==> src/rtl/serializador_paralelo_serial_if.sv <==
// Purpose: handshake/stream bundle between the upstream word source, the
//          parallel-to-serial converter and the serial shift register.
// Signals:
//   dado_in      parallel word offered by the source
//   valido_in    source offers dado_in this cycle
//   pronto_out   converter can take a word this cycle
//   saida        serial bit towards the shift register input
//   saida_valida saida carries a data bit this cycle
//   fim_palavra  single-cycle pulse on the last bit of each word
// Modports: master = word source / stream consumer side, slave = converter.
interface serializador_paralelo_serial_if #(
    parameter int WIDTH = 4
);
    logic [WIDTH-1:0] dado_in;
    logic             valido_in;
    logic             pronto_out;
    logic             saida;
    logic             saida_valida;
    logic             fim_palavra;

    modport master (
        output dado_in,
        output valido_in,
        input  pronto_out,
        input  saida,
        input  saida_valida,
        input  fim_palavra
    );

    modport slave (
        input  dado_in,
        input  valido_in,
        output pronto_out,
        output saida,
        output saida_valida,
        output fim_palavra
    );
endinterface

==> src/rtl/serializador_paralelo_serial.sv <==
// Purpose: converts parallel words into a serial bit stream for the serial
//          input of the downstream shift register. A one-word holding buffer
//          lets words follow each other without bubbles; GAP idle cycles can
//          be inserted after every word.
// Ports:
//   clock  rising-edge clock
//   reset  asynchronous, active-low reset
//   bus    slave side of serializador_paralelo_serial_if (dado_in,
//          valido_in in; pronto_out, saida, saida_valida, fim_palavra out)
// The interface instance must be built with the same WIDTH as this module.
module serializador_paralelo_serial #(
    parameter int WIDTH     = 4,
    parameter int MSB_FIRST = 1,
    parameter int GAP       = 0
) (
    input  logic                              clock,
    input  logic                              reset,
    serializador_paralelo_serial_if.slave     bus
);
    localparam int CW = $clog2(WIDTH);
    localparam logic [CW-1:0] LAST_BIT = CW'(WIDTH - 1);
    localparam logic [3:0]    GAP_LAST = 4'(GAP - 1);

    typedef enum logic [1:0] {OCIOSO, DESLOCA, PAUSA} estado_t;

    estado_t          state, state_next;
    logic [WIDTH-1:0] shifter, shifter_next;
    logic [WIDTH-1:0] buffer, buffer_next;
    logic             buffer_cheio, cheio_next;
    logic [CW-1:0]    cnt, cnt_next;
    logic [3:0]       gap_cnt, gap_next;
    logic             saida_r, saida_next;
    logic             valida_r, valida_next;
    logic             fim_r, fim_next;
    logic             accept;
    logic             do_load;
    logic [WIDTH-1:0] load_word;

    // Ready depends only on registered state, never on valido_in.
    assign accept         = bus.valido_in && !buffer_cheio;
    assign bus.pronto_out = !buffer_cheio;
    assign bus.saida        = saida_r;
    assign bus.saida_valida = valida_r;
    assign bus.fim_palavra  = fim_r;

    always_ff @(posedge clock or negedge reset) begin
        if (!reset) begin
            state        <= OCIOSO;
            shifter      <= '0;
            buffer       <= '0;
            buffer_cheio <= 1'b0;
            cnt          <= '0;
            gap_cnt      <= '0;
            saida_r      <= 1'b0;
            valida_r     <= 1'b0;
            fim_r        <= 1'b0;
        end else begin
            state        <= state_next;
            shifter      <= shifter_next;
            buffer       <= buffer_next;
            buffer_cheio <= cheio_next;
            cnt          <= cnt_next;
            gap_cnt      <= gap_next;
            saida_r      <= saida_next;
            valida_r     <= valida_next;
            fim_r        <= fim_next;
        end
    end

    always_comb begin
        state_next   = state;
        shifter_next = shifter;
        buffer_next  = buffer;
        cheio_next   = buffer_cheio;
        cnt_next     = cnt;
        gap_next     = gap_cnt;
        saida_next   = saida_r;
        valida_next  = valida_r;
        do_load      = 1'b0;
        load_word    = bus.dado_in;

        case (state)
            OCIOSO: begin
                if (accept) begin
                    do_load = 1'b1;
                end
            end
            DESLOCA: begin
                if (cnt == LAST_BIT) begin
                    if (GAP > 0) begin
                        state_next  = PAUSA;
                        saida_next  = 1'b0;
                        valida_next = 1'b0;
                        gap_next    = '0;
                    end else if (buffer_cheio) begin
                        do_load    = 1'b1;
                        load_word  = buffer;
                        cheio_next = 1'b0;
                    end else if (accept) begin
                        do_load = 1'b1;
                    end else begin
                        state_next  = OCIOSO;
                        saida_next  = 1'b0;
                        valida_next = 1'b0;
                    end
                end else begin
                    cnt_next = cnt + 1'b1;
                    if (MSB_FIRST != 0) begin
                        shifter_next = shifter << 1;
                        saida_next   = shifter[WIDTH-2];
                    end else begin
                        shifter_next = shifter >> 1;
                        saida_next   = shifter[1];
                    end
                end
            end
            PAUSA: begin
                if (gap_cnt == GAP_LAST) begin
                    if (buffer_cheio) begin
                        do_load    = 1'b1;
                        load_word  = buffer;
                        cheio_next = 1'b0;
                    end else if (accept) begin
                        do_load = 1'b1;
                    end else begin
                        state_next = OCIOSO;
                    end
                end else begin
                    gap_next = gap_cnt + 1'b1;
                end
            end
            default: begin
                state_next  = OCIOSO;
                saida_next  = 1'b0;
                valida_next = 1'b0;
            end
        endcase

        // A word accepted while the shifter is busy waits in the buffer.
        if (accept && !do_load) begin
            buffer_next = bus.dado_in;
            cheio_next  = 1'b1;
        end

        // The shifter keeps the whole word; saida already carries the bit
        // that leaves first, so later shifts expose the next one.
        if (do_load) begin
            state_next   = DESLOCA;
            shifter_next = load_word;
            cnt_next     = '0;
            valida_next  = 1'b1;
            saida_next   = (MSB_FIRST != 0) ? load_word[WIDTH-1] : load_word[0];
        end

        fim_next = (state_next == DESLOCA) && (cnt_next == LAST_BIT);
    end
endmodule

==> src/flat_wrapper.sv <==
// flat-port wrapper written by rule: the top's interface ports become plain ports
module serializador_paralelo_serial_flat 
#(
    parameter int WIDTH     = 4,
    parameter int MSB_FIRST = 1,
    parameter int GAP       = 0
)
  (clock, reset, bus_dado_in, bus_valido_in, bus_pronto_out, bus_saida, bus_saida_valida, bus_fim_palavra);
  serializador_paralelo_serial_if #(.WIDTH(WIDTH)) bus_i ();
  input  logic clock;
  input  logic reset;
  input wire logic [$bits(bus_i.dado_in)-1:0] bus_dado_in;
  input wire logic [$bits(bus_i.valido_in)-1:0] bus_valido_in;
  output wire logic [$bits(bus_i.pronto_out)-1:0] bus_pronto_out;
  output wire logic [$bits(bus_i.saida)-1:0] bus_saida;
  output wire logic [$bits(bus_i.saida_valida)-1:0] bus_saida_valida;
  output wire logic [$bits(bus_i.fim_palavra)-1:0] bus_fim_palavra;
  assign bus_i.dado_in = bus_dado_in;
  assign bus_i.valido_in = bus_valido_in;
  assign bus_pronto_out = bus_i.pronto_out;
  assign bus_saida = bus_i.saida;
  assign bus_saida_valida = bus_i.saida_valida;
  assign bus_fim_palavra = bus_i.fim_palavra;
  serializador_paralelo_serial #(.WIDTH(WIDTH), .MSB_FIRST(MSB_FIRST), .GAP(GAP)) u_core (.clock(clock), .reset(reset), .bus(bus_i));
endmodule
==> config.mk <==
export PLATFORM = sky130hd
export DESIGN_NAME = serializador_paralelo_serial_flat
export DESIGN_NICKNAME = d
export VERILOG_FILES = /design/src/rtl/serializador_paralelo_serial_if.sv /design/src/rtl/serializador_paralelo_serial.sv /design/src/flat_wrapper.sv
export SDC_FILE = /design/constraint.sdc
export NUM_CORES = 1
export LEC_CHECK = 0
export CORE_MARGIN = 2
export CORE_UTILIZATION = 42
export DETAILED_ROUTE_END_ITERATION = 10
export SLEW_MARGIN = 20
export SYNTH_ARGS = -nofsm -noshare
export SYNTH_HDL_FRONTEND = slang
export SYNTH_SLANG_ARGS = --single-unit
==> constraint.sdc <==
create_clock -name clock -period 5.3 [get_ports clock]
set_input_delay 0.53 -clock clock [delete_from_list [all_inputs] [get_ports clock]]
set_output_delay 0.53 -clock clock [all_outputs]
set_load 0.005 [all_outputs]
; ---- After elaboration in Yosys (flattened, before gate mapping)
; Cells that the tools add are included.
[totals]
regBits = 19
inputBits = 7
out_inout_bits = 4
word_cells = 74
[op_classes]
add_sub_neg = 2
n_eq_ne = 15
n_mux = 33
bitwise = 1
reduce_logical = 14
[ops]
columns = op, n
row1 = $mux 2, 8
row2 = $mux 1, 13
row3 = $mux 4, 3
row4 = $mux 3, 3
row5 = $ne 3x1->1 const B, 3
row6 = $ne 4x4->1 const B, 2
row7 = $pmux 4 s2, 1
row8 = $eq 2x2->1 const B, 3
row9 = $ne 3x3->1 const B, 2
row10 = $pmux 1 s2, 3
row11 = $pmux 2 s3, 1
row12 = $reduce_and 3->1, 2
row13 = $add 4x1->4 const B, 1
row14 = $eq 2x1->1 const B, 2
row15 = $eq 4x4->1 const B, 1
row16 = $ne 2x1->1 const B, 2
row17 = $reduce_and 2->1, 2
row18 = $reduce_and 4->1, 1
row19 = $logic_and 1x1->1, 3
row20 = $pmux 1 s3, 1
row21 = $reduce_bool 3->1, 1
row22 = $add 2x1->2 const B, 1
row23 = $logic_not 1->1, 2
row24 = $logic_not 2->1, 1
row25 = other kinds (3), 3

; ---- Longest topological paths before layout
[depth]
depth_word = 10
mapped_depth = 9
ltp_nobuf = 7

; ---- Worst setup path after synthesis
; No wires, ideal clock.
[synth_path]
path_type = reg-to-reg
from = register u_core.state[0]
to = register u_core.shifter[1]
setup_ns = 0.125
arrival_time_ns = 2.007
t_required_ns = 5.175
path_slack_ns = 3.168
stages_incl_launch_ff = 10
path_buffers = 2
period_less_slack_ns = 2.132
cell_sequence = dfrtp_1 inv_1 ha_1 buf_6 nand3b_1 a21oi_2 o21bai_2 buf_6 a31oi_1 mux2_2
[synth_between]
elab_chain_cells = 4
word_cells_on_any_way = 9
classes_between = eq/ne: 3 / mux: 3 / reduce/logical: 3
[synth_rtl]
columns = item, line_no
row1 = "start, declared", serializador_paralelo_serial.sv:26  ; estado_t state, state_next;
row2 = "start signal, assigned", serializador_paralelo_serial.sv:58  ; state <= state_next;
row3 = $eq 2x2->1 (tied with other cells), serializador_paralelo_serial.sv:82  ; case (state)
row4 = $pmux 1 s3, serializador_paralelo_serial.sv:82
row5 = $ne 2x1->1 (no line) / $reduce_bool 2->1 (equally long branches), --
row6 = $reduce_and 2->1 (no line), --
row7 = "end signal, assigned", serializador_paralelo_serial.sv:59  ; shifter <= shifter_next;
row8 = "end, declared", serializador_paralelo_serial.sv:27  ; logic [WIDTH-1:0] shifter, shifter_next;
; Several ways; a longest one is shown, not always the timed one.
; A chain may end at the register's enable or synchronous reset.

; ---- Worst setup path after layout
; Same ends and word-level chain as after synthesis.

==> metrics.csv <==
metric,value,unit
setup_viol,0,
cp.buffers_inverters,1,
antenna_cells,0,
area_delta_synth_final,11.4,%
hold_buffers,0,
rrSetupSlack,2.87,ns
finClkSkew,0.00591,ns
synthCells,99,
crit_slowest_cell,dfrtp_1,
critPathKind,register to register,
max_stage_delay,0.45,ns
drc,0,
cts.reportedPaths.clkPinSlew,0.10,ns
hp-class,register to register,
cts_setup_buffers,0,
synthTopCellsByArea,"dfrtp_1, mux2_2, ha_1",
coreArea,2410,µm²
combinationalPowerShare,47.1,%
status,completed,
final_cell_mix,"dfrtp_1, clkdlybuf4s50_1, nand2_1",
die_area,2910,µm²
finalMaxSlewViolations,0,
fin_nets,120,
gr-total-overflow,0,
cp.depth,7,
ctsResizeCount,0,
worst_pin_slew,0.823,ns
die_h,53.9,µm
initial_core_util,43.5,%
endpoint_kind,register,
synth_nets,111,
max_freq,412,MHz
cp_data_arrival_time,2.61,ns
clock_latency,0.29,ns
synth_area_leader_cell,dfrtp_1,
fill_cells,230,
slew_headroom,45.0,%
crit_path_end,u_core.shifter[1],
grt_first_pass_wirelength,3120,µm
r2r-end,u_core.shifter[1],
wl_per_cell,13.9,µm
antenna_left,0,
reg2reg_depth,7,
path_max_fanout,11,
cts-root-buf,clkbuf_4,
vias_per_cell,5.61,
switching_share,37.9,%
crit_start,u_core.state[0],
gp_congestion,0.826,
cts_made_buffers,3,
synth.avg_cell_area,10.6,µm²
synth_top_flop_cell,dfrtp_1,
die_x,53.9,µm
synth.yosys.warnings,0,
power.density,508,nW/µm²
synth_top_area_share,45.4,%
ir_drop,0.000267,V
cp-start-kind,register,
rsz0062_at_grt,no,
netlist_area,1050,µm²
yosysUniqueCellTypes,34,
dp_hpwl,1440,µm
critPathTopFamily,compound AO/OA/AOI/OAI gates,
cap_violations,0,
drive_above_1_share,14.0,%
cts_tree,done,
dr.pass1.iters,4,
setup_tns,0,ns
track_usage,15.2,%
grt_max_degree,20,
period_share,45.8,%
synth_edf_count,0,
clock-sinks,19,
antenna_found_initial,0,
layout_commonest_cell,dfrtp_1,
critical_path.cell_chain,"inv_1, ha_1, nand4_1, a21oi_2, o21bai_2, a31oi_1, mux2_2",
leakagePower,0.505,nW
hold_violations,0,
ys_seq_area_share,45.4,%
vias,769,
drt_wl_total,1910,µm
fin_area,1170,µm²
synth_seq_cells,19,
placementRows,18,
htree_levels,1,
ios,11,
net-switching-power,0.224,mW
multi_input_area,500,µm²
seq_power_share,40.8,%
place_area,1140,µm²
grt_pass1_vias,663,
portBuffers,10,
clk_path_buf_depth,2,
pwr-share-clk,12.2,%
crit_required,5.49,ns
ff_latch_area,475,µm²
intPower,0.368,mW
period_needed,2.43,ns
async_flop_share,100,%
rr_startpoint,u_core.state[0],
drt_iter0_drc,26,
==> logic make-up after synthesis <==
kind of cell / count (synthesis) / synth area share (%)
compound gates: 26 / 18.0
simple gates: 25 / 12.1
flops: 19 / 45.4
buf+inv: 13 / 6.81
mux: 10 / 10.9
fa+ha+maj: 5 / 5.97
xor+xnor: 1 / 0.836
==> stage by stage <==
step	utilization [%]	hold WS [ns]	setup WS (ns)	power, mW	instances
global placement	47.3	0.491	2.77	0.519	133
CTS	48.4	0.517	2.89	0.595	137
global route	48.4	0.547	2.73	0.640	137
finish	48.4	0.512	2.87	0.592	137
floorplan	-	0.234	3.17	0.456	99
detailed placement	47.3	0.494	2.72	0.522	133
==> how the worst min path moves through the flow <==
stage,startpoint,to,slack (ns),cells after the start
detailed placement,u_core.shifter[1],u_core.shifter[1],0.49,1
global placement,u_core.gap_cnt[0],u_core.gap_cnt[0],0.49,1
floorplan,reset,u_core.buffer[0],0.23,0
CTS,u_core.shifter[1],u_core.shifter[1],0.52,1
global route,u_core.buffer[2],u_core.buffer[2],0.55,1
finish,u_core.gap_cnt[0],u_core.gap_cnt[0],0.51,1
==> cell usage after synthesis (all sizes together), types with 2 or more instances <==
master  instances
dfrtp          19
nand2           9
mux2            8
inv             7
a31oi           5
ha              5
nand3           5
o21ai           5
buf             4
nand4           3
o31ai           3
a21oi           2
a22oi           2
and3            2
clkbuf          2
mux2i           2
nor2            2
==> per-layer routing <==
metal	vias up	global-route usage (%)	part of all wire, %
met3	2	2.50	4.2
met1	365	23.1	51
met2	25	20.9	44
met4	0	6.41	1.0
li1	377	-	-
met5	-	0	0
==> sequential cells by signal (all words and copies together), names as in the netlist <==
signal / count
u_core.bus.fim_palavra: 1
u_core.state: 2
u_core.shifter: 3
u_core.bus.saida: 1
u_core.bus.saida_valida: 1
u_core.buffer_cheio: 1
u_core.buffer: 4
u_core.cnt: 2
u_core.gap_cnt: 4
==> worst register-to-register path, cell delays in order, from the launching register on <==
cell,delay [ns]
dfrtp_1,0.45
inv_1,0.11
ha_1,0.36
nand4_1,0.22
a21oi_2,0.23
o21bai_2,0.20
a31oi_1,0.37
mux2_2,0.38
==> final cells by class <==
cell class                 instances  share of cell area [%]
timing repair buffer              10                    8.58
sequential                        19                    40.8
inverter                           7                    2.25
clock buffer                       4                    2.25
multi-input combinational         67                    42.9
tap                               30                    3.22
==> power by group through the flow <==
stage                     Combinational [mW]  Sequential (mW)  Clock (mW)
after global routing                   0.310            0.247      0.0831
after CTS                              0.279            0.241      0.0749
after global placement                 0.275            0.244           0
final                                  0.279            0.241      0.0720
after floorplan                        0.233            0.223           0
after detailed placement               0.278            0.244           0
Note: power is estimated with default switching activity, not from simulation.
